[config.mk]
export PLATFORM = sky130hd
export DESIGN_NAME = nd_1to2
export DESIGN_NICKNAME = d
export VERILOG_FILES = /design/src/rtl/nd_1to2_pkg.sv /design/src/rtl/nd_out_port.sv /design/src/rtl/nd_1to2.sv
export SDC_FILE = /design/constraint.sdc
export NUM_CORES = 1
export LEC_CHECK = 0
export BUFFER_PORTS_ARGS = -buffer_cell sky130_fd_sc_hd__buf_2
export CAP_MARGIN = 40
export CELL_PAD_IN_SITES_DETAIL_PLACEMENT = 0
export CELL_PAD_IN_SITES_GLOBAL_PLACEMENT = 2
export CORE_MARGIN = 2
export CORE_UTILIZATION = 34
export CTS_CLUSTER_SIZE = 8
export DETAILED_ROUTE_END_ITERATION = 10
export PLACE_DENSITY = 0.82
export SYNTH_ARGS = -nofsm -noshare
export SYNTH_HDL_FRONTEND = slang
export SYNTH_SLANG_ARGS = --single-unit
export TNS_END_PERCENT = 10
[constraint.sdc]
create_clock -name clk -period 2.9 [get_ports clk]
set_clock_uncertainty 0.1 [all_clocks]
set_input_delay 0.29 -clock clk [delete_from_list [all_inputs] [get_ports clk]]
set_output_delay 0.29 -clock clk [all_outputs]
set_load 0.05 [all_outputs]
[src/rtl/nd_1to2_pkg.sv]
// nd_1to2_pkg: shared constants, compare operators, state encodings and redundancy helper for the router node
package nd_1to2_pkg;
  localparam int NS_ADDRESS_SIZE = 6;
  localparam int NS_DATA_SIZE = 8;
  localparam int NS_REDUN_SIZE = 4;
  localparam bit NS_TRUE = 1'b1;
  localparam bit NS_FALSE = 1'b0;
  typedef enum logic [2:0] {NS_GT_OP, NS_GE_OP, NS_LT_OP, NS_LE_OP, NS_EQ_OP, NS_NE_OP} ns_op_e;
  typedef enum logic [2:0] {IN_IDLE, IN_CAPT, IN_CHK, IN_ROUTE, IN_ACKW} in_state_e;
  typedef enum logic [1:0] {OUT_EMPTY, OUT_REQ, OUT_WAITLO} out_state_e;
  function automatic logic [31:0] calc_redun(input logic [31:0] src, input logic [31:0] dst, input logic [31:0] dat);
    return src + dst + dat;
  endfunction
  function automatic logic ns_cmp(input ns_op_e op, input logic [31:0] a, input logic [31:0] b);
    return op == NS_GT_OP ? a > b :
           op == NS_GE_OP ? a >= b :
           op == NS_LT_OP ? a < b :
           op == NS_LE_OP ? a <= b :
           op == NS_EQ_OP ? a == b : a != b;
  endfunction
  function automatic logic ns_range_cmp(input ns_op_e op1, input logic [31:0] r1, input bit rng,
                                        input ns_op_e op2, input logic [31:0] r2, input logic [31:0] v);
    return ns_cmp(op1, v, r1) && (!rng || ns_cmp(op2, v, r2));
  endfunction
endpackage

[src/rtl/nd_out_port.sv]
// nd_out_port: one-entry output buffer with four-phase req/ack FSM, ack synchroniser, proto-error flag and delivery counter
//   wr_i/src_i/dst_i/dat_i/red_i: buffer write; rdy_o: buffer may be written this cycle
//   src_o/dst_o/dat_o/red_o/req_o/ack_i: output channel; err_o: sticky proto error; cnt_o: delivered count mod 16
module nd_out_port import nd_1to2_pkg::*; #(
  parameter int ASZ = NS_ADDRESS_SIZE,
  parameter int DSZ = NS_DATA_SIZE,
  parameter int RSZ = NS_REDUN_SIZE
) (
  input  logic           clk,
  input  logic           reset,
  input  logic           wr_i,
  input  logic [ASZ-1:0] src_i,
  input  logic [ASZ-1:0] dst_i,
  input  logic [DSZ-1:0] dat_i,
  input  logic [RSZ-1:0] red_i,
  output logic           rdy_o,
  output logic [ASZ-1:0] src_o,
  output logic [ASZ-1:0] dst_o,
  output logic [DSZ-1:0] dat_o,
  output logic [RSZ-1:0] red_o,
  output logic           req_o,
  input  logic           ack_i,
  output logic           err_o,
  output logic [3:0]     cnt_o
);
  out_state_e st_q, st_d;
  logic [1:0] ack_q;
  logic ack_s, free, err_q, err_d;
  logic [3:0] cnt_q, cnt_d;
  logic [ASZ-1:0] src_q, src_d, dst_q, dst_d;
  logic [DSZ-1:0] dat_q, dat_d;
  logic [RSZ-1:0] red_q, red_d;
  assign ack_s = ack_q[1];
  assign free = st_q == OUT_WAITLO && !ack_s;
  // a buffer freed this cycle can be refilled at once; the write wins
  always_comb begin
    st_d = wr_i ? OUT_REQ : (st_q == OUT_REQ && ack_s) ? OUT_WAITLO : free ? OUT_EMPTY : st_q;
    err_d = err_q | (st_q == OUT_EMPTY && ack_s);
    cnt_d = cnt_q + {3'b0, free};
    src_d = wr_i ? src_i : src_q;
    dst_d = wr_i ? dst_i : dst_q;
    dat_d = wr_i ? dat_i : dat_q;
    red_d = wr_i ? red_i : red_q;
  end
  always_ff @(posedge clk or posedge reset) begin
    if (reset) begin
      st_q <= OUT_EMPTY;
      ack_q <= '0;
      err_q <= 1'b0;
      cnt_q <= '0;
      src_q <= '0;
      dst_q <= '0;
      dat_q <= '0;
      red_q <= '0;
    end else begin
      st_q <= st_d;
      ack_q <= {ack_q[0], ack_i};
      err_q <= err_d;
      cnt_q <= cnt_d;
      src_q <= src_d;
      dst_q <= dst_d;
      dat_q <= dat_d;
      red_q <= red_d;
    end
  end
  assign rdy_o = st_q == OUT_EMPTY || free;
  assign req_o = st_q == OUT_REQ;
  assign err_o = err_q;
  assign cnt_o = cnt_q;
  assign src_o = src_q;
  assign dst_o = dst_q;
  assign dat_o = dat_q;
  assign red_o = red_q;
endmodule

[src/rtl/nd_1to2.sv]
// nd_1to2: one-input two-output message router node with redundancy check and destination compare routing
//   i0_*: input channel (req/ack four-phase); o0_*: compare-true channel; o1_*: compare-false channel
//   dbg_leds: {0, o1 proto err, o0 proto err, redun err}; dbg_disp0/1: delivered counts mod 16
module nd_1to2 import nd_1to2_pkg::*; #(
  parameter ns_op_e OPER_1 = NS_GT_OP,
  parameter int REF_VAL_1 = 0,
  parameter bit IS_RANGE = NS_FALSE,
  parameter ns_op_e OPER_2 = NS_GT_OP,
  parameter int REF_VAL_2 = 0,
  parameter int ASZ = NS_ADDRESS_SIZE,
  parameter int DSZ = NS_DATA_SIZE,
  parameter int RSZ = NS_REDUN_SIZE
) (
  input  logic           clk,
  input  logic           reset,
  input  logic [ASZ-1:0] i0_src,
  input  logic [ASZ-1:0] i0_dst,
  input  logic [DSZ-1:0] i0_dat,
  input  logic [RSZ-1:0] i0_red,
  input  logic           i0_req,
  output logic           i0_ack,
  output logic [ASZ-1:0] o0_src,
  output logic [ASZ-1:0] o0_dst,
  output logic [DSZ-1:0] o0_dat,
  output logic [RSZ-1:0] o0_red,
  output logic           o0_req,
  input  logic           o0_ack,
  output logic [ASZ-1:0] o1_src,
  output logic [ASZ-1:0] o1_dst,
  output logic [DSZ-1:0] o1_dat,
  output logic [RSZ-1:0] o1_red,
  output logic           o1_req,
  input  logic           o1_ack,
  output logic [3:0]     dbg_leds,
  output logic [3:0]     dbg_disp0,
  output logic [3:0]     dbg_disp1
);
  in_state_e st_q, st_d;
  logic [1:0] req_q;
  logic req_s, rdy0, rdy1, wr0, wr1, err0, err1;
  logic to0_q, to0_d, red_err_q, red_err_d;
  logic [ASZ-1:0] src_q, src_d, dst_q, dst_d;
  logic [DSZ-1:0] dat_q, dat_d;
  logic [RSZ-1:0] red_q, red_d, calc_q, calc_d;
  assign req_s = req_q[1];
  always_comb begin
    st_d = st_q;
    src_d = src_q;
    dst_d = dst_q;
    dat_d = dat_q;
    red_d = red_q;
    calc_d = calc_q;
    to0_d = to0_q;
    red_err_d = red_err_q;
    wr0 = 1'b0;
    wr1 = 1'b0;
    case (st_q)
      IN_IDLE: if (req_s && !i0_ack) begin
        src_d = i0_src;
        dst_d = i0_dst;
        dat_d = i0_dat;
        red_d = i0_red;
        st_d = IN_CAPT;
      end
      IN_CAPT: begin
        calc_d = RSZ'(calc_redun(32'(src_q), 32'(dst_q), 32'(dat_q)));
        st_d = IN_CHK;
      end
      IN_CHK: begin
        red_err_d = red_err_q | (calc_q != red_q);
        to0_d = ns_range_cmp(OPER_1, 32'(REF_VAL_1), IS_RANGE, OPER_2, 32'(REF_VAL_2), 32'(dst_q));
        st_d = calc_q != red_q ? IN_ACKW : IN_ROUTE;
      end
      IN_ROUTE: if (to0_q ? rdy0 : rdy1) begin
        wr0 = to0_q;
        wr1 = !to0_q;
        st_d = IN_ACKW;
      end
      IN_ACKW: st_d = req_s ? IN_ACKW : IN_IDLE;
      default: st_d = IN_IDLE;
    endcase
  end
  always_ff @(posedge clk or posedge reset) begin
    if (reset) begin
      st_q <= IN_IDLE;
      req_q <= '0;
      src_q <= '0;
      dst_q <= '0;
      dat_q <= '0;
      red_q <= '0;
      calc_q <= '0;
      to0_q <= 1'b0;
      red_err_q <= 1'b0;
    end else begin
      st_q <= st_d;
      req_q <= {req_q[0], i0_req};
      src_q <= src_d;
      dst_q <= dst_d;
      dat_q <= dat_d;
      red_q <= red_d;
      calc_q <= calc_d;
      to0_q <= to0_d;
      red_err_q <= red_err_d;
    end
  end
  assign i0_ack = st_q == IN_ACKW;
  assign dbg_leds = {1'b0, err1, err0, red_err_q};
  nd_out_port #(.ASZ(ASZ), .DSZ(DSZ), .RSZ(RSZ)) u_o0 (
    .clk(clk), .reset(reset), .wr_i(wr0),
    .src_i(src_q), .dst_i(dst_q), .dat_i(dat_q), .red_i(red_q), .rdy_o(rdy0),
    .src_o(o0_src), .dst_o(o0_dst), .dat_o(o0_dat), .red_o(o0_red),
    .req_o(o0_req), .ack_i(o0_ack), .err_o(err0), .cnt_o(dbg_disp0)
  );
  nd_out_port #(.ASZ(ASZ), .DSZ(DSZ), .RSZ(RSZ)) u_o1 (
    .clk(clk), .reset(reset), .wr_i(wr1),
    .src_i(src_q), .dst_i(dst_q), .dat_i(dat_q), .red_i(red_q), .rdy_o(rdy1),
    .src_o(o1_src), .dst_o(o1_dst), .dat_o(o1_dat), .red_o(o1_red),
    .req_o(o1_req), .ack_i(o1_ack), .err_o(err1), .cnt_o(dbg_disp1)
  );
endmodule

# Word-level counts from Yosys, hierarchy flattened
# Index checks and enable logic that the tools add are counted.
# Widths: inputs -> output; s select.
[classes]
muxes = 16
bitwise_logic = 3
addsub = 4
n_reduce_logical = 20
n_eq_ne = 11
n_lt_le_gt_ge = 1
[ops]
columns = ["op", "n"]
rows = [
  ["$pmux 3 s5", 1],
  ["$mux 2", 6],
  ["$mux 3", 4],
  ["$add 4x1->4", 2],
  ["$add 4x4->4", 2],
  ["$logic_and 1x1->1", 7],
  ["$eq 3x2->1 const B", 2],
  ["$gt 6x1->1 const B", 1],
  ["$reduce_bool 3->1", 2],
  ["$mux 1", 5],
  ["$eq 2x1->1 const B", 2],
  ["$eq 2x2->1 const B", 2],
  ["$logic_not 1->1", 4],
  ["$logic_not 2->1", 2],
  ["$ne 2x2->1 const B", 2],
  ["$ne 4x4->1", 1],
  ["$reduce_and 2->1", 2],
  ["$eq 3x1->1 const B", 1],
  ["$eq 3x3->1 const B", 1],
  ["$logic_not 3->1", 1],
  ["$or 1x1->1", 3],
  ["$logic_or 1x1->1", 2],
]
[word_totals]
word_cells = 80
register_bits = 101
inputBits = 29

# Logic depth before layout (Yosys ltp)
[depth]
depth_word = 7
ltp_mapped = 9
mapped_depth_nobuf = 9

# Cells and area by module
# A second synthesis with hierarchy kept.
[hier_totals]
cells_unflattened = 269
area_unflattened_um2 = 4282.9
[by_module_without_submodules]
columns = ["mod", "cells_each", "area_per_inst_um2", "n_inst"]
rows = [
  ["nd_out_port", 75, 1320.0, 2],
  ["nd_1to2", 119, 1642.8, 1],
]

# Worst setup path after synthesis
# No wires, ideal clock.
[synth_timing]
path_type = "register to register"
start = "reg src_q[1]"
end = "reg calc_q[3]"
arrival_ns = 2.085
synth_period_minus_slack_ns = 2.310
stages_incl_launch_ff = 8
setup_ns = 0.125
n_path_buf = 0
setup_slack_ns = 0.590
cell_sequence = "dfrtp_1 -> fa_1 -> ha_1 -> fa_1 -> xnor2_1 -> xnor2_1 -> xnor2_1 -> mux2_2"
[synth_between]
elab_chain_cells = 2
[synth_lines]
columns = ["item", "line", "rtl"]
rows = [
  ["start: declaration", "nd_1to2.sv:42", "logic [ASZ-1:0] src_q, src_d, dst_q, dst_d;"],
  ["start signal: assignment", "nd_1to2.sv:97", "src_q <= src_d;"],
  ["$add 4x4->4 (2 in series)", "nd_1to2_pkg.sv:12", "return src + dst + dat;"],
  ["end signal: assignment", "nd_1to2.sv:101", "calc_q <= calc_d;"],
  ["end: declaration", "nd_1to2.sv:44", "logic [RSZ-1:0] red_q, red_d, calc_q, calc_d;"],
]
# No other way between the ends.
# A chain may end at the register's enable or synchronous reset.

# Worst setup path after layout
[layout_timing]
start = "reg dst_q[1]"
end = "reg calc_q[3]"
[layout_between]
elab_chain_cells = 2
[layout_lines]
columns = ["item", "line", "rtl"]
rows = [
  ["start: declaration", "nd_1to2.sv:42", ""],
  ["start signal: assignment", "nd_1to2.sv:98", "dst_q <= dst_d;"],
  ["$add 4x4->4 (2 in series)", "nd_1to2_pkg.sv:12", ""],
]
# No other way between the ends.

==> run_results.csv <==
group,metric,value,unit
sta,rsz0062_at_grt,"no",
die,coreArea,11900,um^2
route,initialDrtViolationCount,77,
place,dpl.hpwl,5.82,mm
critical_path,reg2reg_slack,0.51,ns
die,die_area,13000,um^2
yosys,async_reset_ff_share,100,%
clocking,root_buffer,"clkbuf_16",
power_and_ir_drop,powerDensity,1320,nW/um^2
grt,grt_first_pass_wirelength,13.0,mm
critical_path,cp.arrival,2.52,ns
yosys,syn-cell-area,4120,um^2
cells_and_area,ff_latch_area,2530,um^2
clocking,cts-buffers-inserted,9,
yosys,syn-instance-count,265,
route,firstDrtPassIters,4,
route,vias_per_cell,4.57,
sta,setup_ws,0.506,ns
sta,fin_crit,2.39,ns
place,pre_cts_slack,0.494,ns
cells_and_area,multiInputGateArea,1470,um^2
critical_path,slowest_stage,"fa_1",
yosys,yosys_most_used_dff,"dfrtp_1",
critical_path,rr_endpoint,"calc_q[3]",
worst_hold_path,hold_depth,3,
die,fp.dieW,114,um
cells_and_area,fillerInstances,1131,
grt,grt_pass1_vias,2366,
worst_hold_path,holdPathEnd,"dat_q[0]",
sta,slew_viol_final,0,
power_and_ir_drop,cell_internal_pwr,0.00379,W
power_and_ir_drop,share_comb_of_total_power,45.4,%
sta,final-setup-viol-count,0,
route,drtAntennaViolNets,0,
clocking,cts_setup_buffers,0,
worst_hold_path,hp-start,"i0_dat[0]",
grt,grt_overflow,0,
clocking,cts.htree.levels,3,
yosys,synth_edf_count,0,
critical_path,cp_cell_sequence,"fa_1 > ha_1 > fa_1 > xnor2_1 > xnor2_1 > xnor2_1 > mux2_2",
power_and_ir_drop,switching_power,0.00290,W
critical_path,required,3.03,ns
clocking,ctsResizeCount,0,
place,gp_congestion,0.691,
clocking,clk_pin_slew,0.07,ns
grt,grt_max_degree,35,
cells_and_area,area_growth,23.4,%
route,via_count,2373,
die,rows,40,
critical_path,cp-end-kind,"flip-flop",
critical_path,cpPeakStageDelay,0.48,ns
power_and_ir_drop,peakVddDrop,0.629,mV
sta,timing.fmax,0.418,GHz
power_and_ir_drop,total_power,0.00669,W
worst_hold_path,hp-class,"input pin to flip-flop",
critical_path,cp_max_fo,5,
critical_path,worstSetupStartpointType,"flip-flop",
grt,antenna_found_initial,0,
yosys,synth_area_leaders,"dfrtp_1 61%, mux2_2 13%, mux2_4 6.6%",
sta,tns,0,ns
critical_path,r2r-start,"dst_q[1]",
route,wl_per_cell,15.8,um
critical_path,crit_type,"flip-flop to flip-flop",
yosys,syn-num-nets,303,
cells_and_area,antennaDiodeCount,0,
power_and_ir_drop,swShare,43.3,%
cells_and_area,post-route-util,42.6,%
grt,grt_util_all_layers,13.4,%
yosys,synth_seq_cells,101,
route,drc,0,
sta,finalHoldViolCount,0,
die,ios,92,
cells_and_area,nNetsFinal,405,
sta,fin_crit_sh,82.6,%
power_and_ir_drop,pwr-share-clk,17.9,%
sta,tightest_slew,0.727,ns
yosys,synth_top_area_share,61.4,%
route,wl,8.20,mm
power_and_ir_drop,power.leakage,2.57,nW
yosys,syn_avg_cell_area,15.5,um^2
yosys,synth_common_cells,"101 x dfrtp_1, 49 x mux2_2, 18 x mux2_4",
yosys,yosysTopAreaCell,"dfrtp_1",
clocking,clock_sinks,101,
critical_path,r2r_cells,7,
place,port_buffers,90,
critical_path,crit_path_frequent_cell,"xnor2_1",
yosys,ys_types,37,
clocking,cts_tree,"built",
power_and_ir_drop,pwr-share-seq,36.7,%
die,start_util,34.6,%
clocking,cts_buffer_depth,2,
sta,slew_headroom,51.4,%
yosys,yosys_warnings,0,
die,die_h,114,um
yosys,ys_seq_area_share,61.4,%
outcome,status,"finished, final reports clean",
yosys,yosysMostFrequentCell,"dfrtp_1",
flow_run,drv_cap,0,
cells_and_area,final_layout_size_suffix_gt1_share,50.5,%
clocking,clock_latency,0.34,ns
==> final cells by class <==
cell class	instances	share of cell area, %
Clock buffer	12	4.85
Clock inverter	4	0.936
Inverter	6	0.517
Multi-Input combinational cell	147	29.0
Sequential cell	101	49.8
Tap cell	147	3.62
Timing Repair Buffer	102	11.3
==> through the flow <==
step           instances  hold WS (ns)  cell area (um^2)
3_3_place_gp         498         0.236              4730
4_1_cts              519        0.0540              5080
5_1_grt              519        0.0652              5080
6_report             519        0.0623              5080
2_1_floorplan        265         0.221              4120
3_5_place_dp         499         0.138              4750
==> power by group through the flow <==
stage	sequential [W]	clock, W	combinational, W
floorplan	0.00354	0	0.00130
global placement	0.00247	0	0.00305
detailed placement	0.00249	0	0.00308
CTS	0.00247	0.00123	0.00309
global route	0.00255	0.00129	0.00326
finish	0.00245	0.00120	0.00304
==> worst max-delay path by stage <==
| stage | end | slack (ns) | depth (start not counted) | startpoint |
|---|---|---|---|---|
| 4_1_cts | calc_q[3] | 0.49 | 7 | src_q[1] |
| 6_report | calc_q[3] | 0.51 | 7 | dst_q[1] |
| 2_1_floorplan | calc_q[3] | 0.59 | 7 | src_q[1] |
| 3_5_place_dp | calc_q[3] | 0.49 | 7 | src_q[1] |
| 5_1_grt | calc_q[3] | 0.33 | 7 | src_q[1] |
| 3_3_place_gp | calc_q[3] | 0.54 | 7 | src_q[1] |
==> routing by layer <==
layer  global-route usage (%)  part of all wire, %  vias up
li1                         -                    -     1111
met2                     21.8                   51       53
met5                        0                    0        -
met1                     16.9                   43     1196
met4                     5.12                  1.6        0
met3                     4.08                  4.6       13
==> critical path: cells and delay by family, from the launching register on <==
kind	cells	cell delay [ns]
xor gates and xnor gates	3	0.41
adders and majority gates	3	1.08
DFF	1	0.44
muxes	1	0.26
==> placed cells by master, fill, tap and decap left out, drive strengths merged, types with 2 or more instances in the layout <==
cell type | Yosys | final
dfrtp | 101 | 101
buf | 11 | 98
mux2 | 72 | 72
clkbuf | 0 | 12
xnor2 | 10 | 10
nor2 | 10 | 10
nand2 | 7 | 7
a21oi | 5 | 5
ha | 5 | 5
nand2b | 5 | 5
inv | 6 | 5
o21ai | 4 | 4
fa | 4 | 4
dlygate4sd3 | 0 | 4
nor3b | 3 | 3
nand3 | 3 | 3
a21o | 2 | 2
a31oi | 2 | 2
xor2 | 2 | 2
nor2b | 2 | 2
o21bai | 2 | 2
clkinvlp | 0 | 2
clkinv | 0 | 2
nand4 | 2 | 2
==> what timing repair did <==
item	CTS	global route
hold buffers	4	0
setup endpoints to repair	0	0
hold endpoints to repair	6	0
==> registers in the layout (all words and copies together) (netlist names), 6 cells and up <==
signal	flops
u_o0.dat_o	8
dat_q	8
u_o1.dat_o	8
dst_q	6
u_o1.dst_o	6
u_o1.src_o	6
src_q	6
u_o0.src_o	6
u_o0.dst_o	6
==> kinds of logic after synthesis <==
group                      Yosys count  share of synthesized area [%]
buffers and inverters               17                           2.86
xor gates and xnor gates            12                           2.55
AOI/OAI and AO/OA                   17                           2.58
DFF                                101                           61.4
adders and majority gates           10                           3.71
and+or+nand+nor                     35                           5.50
other                                1                         0.0911
muxes                               72                           21.3
No activity file was read; power rests on OpenSTA's default activity.
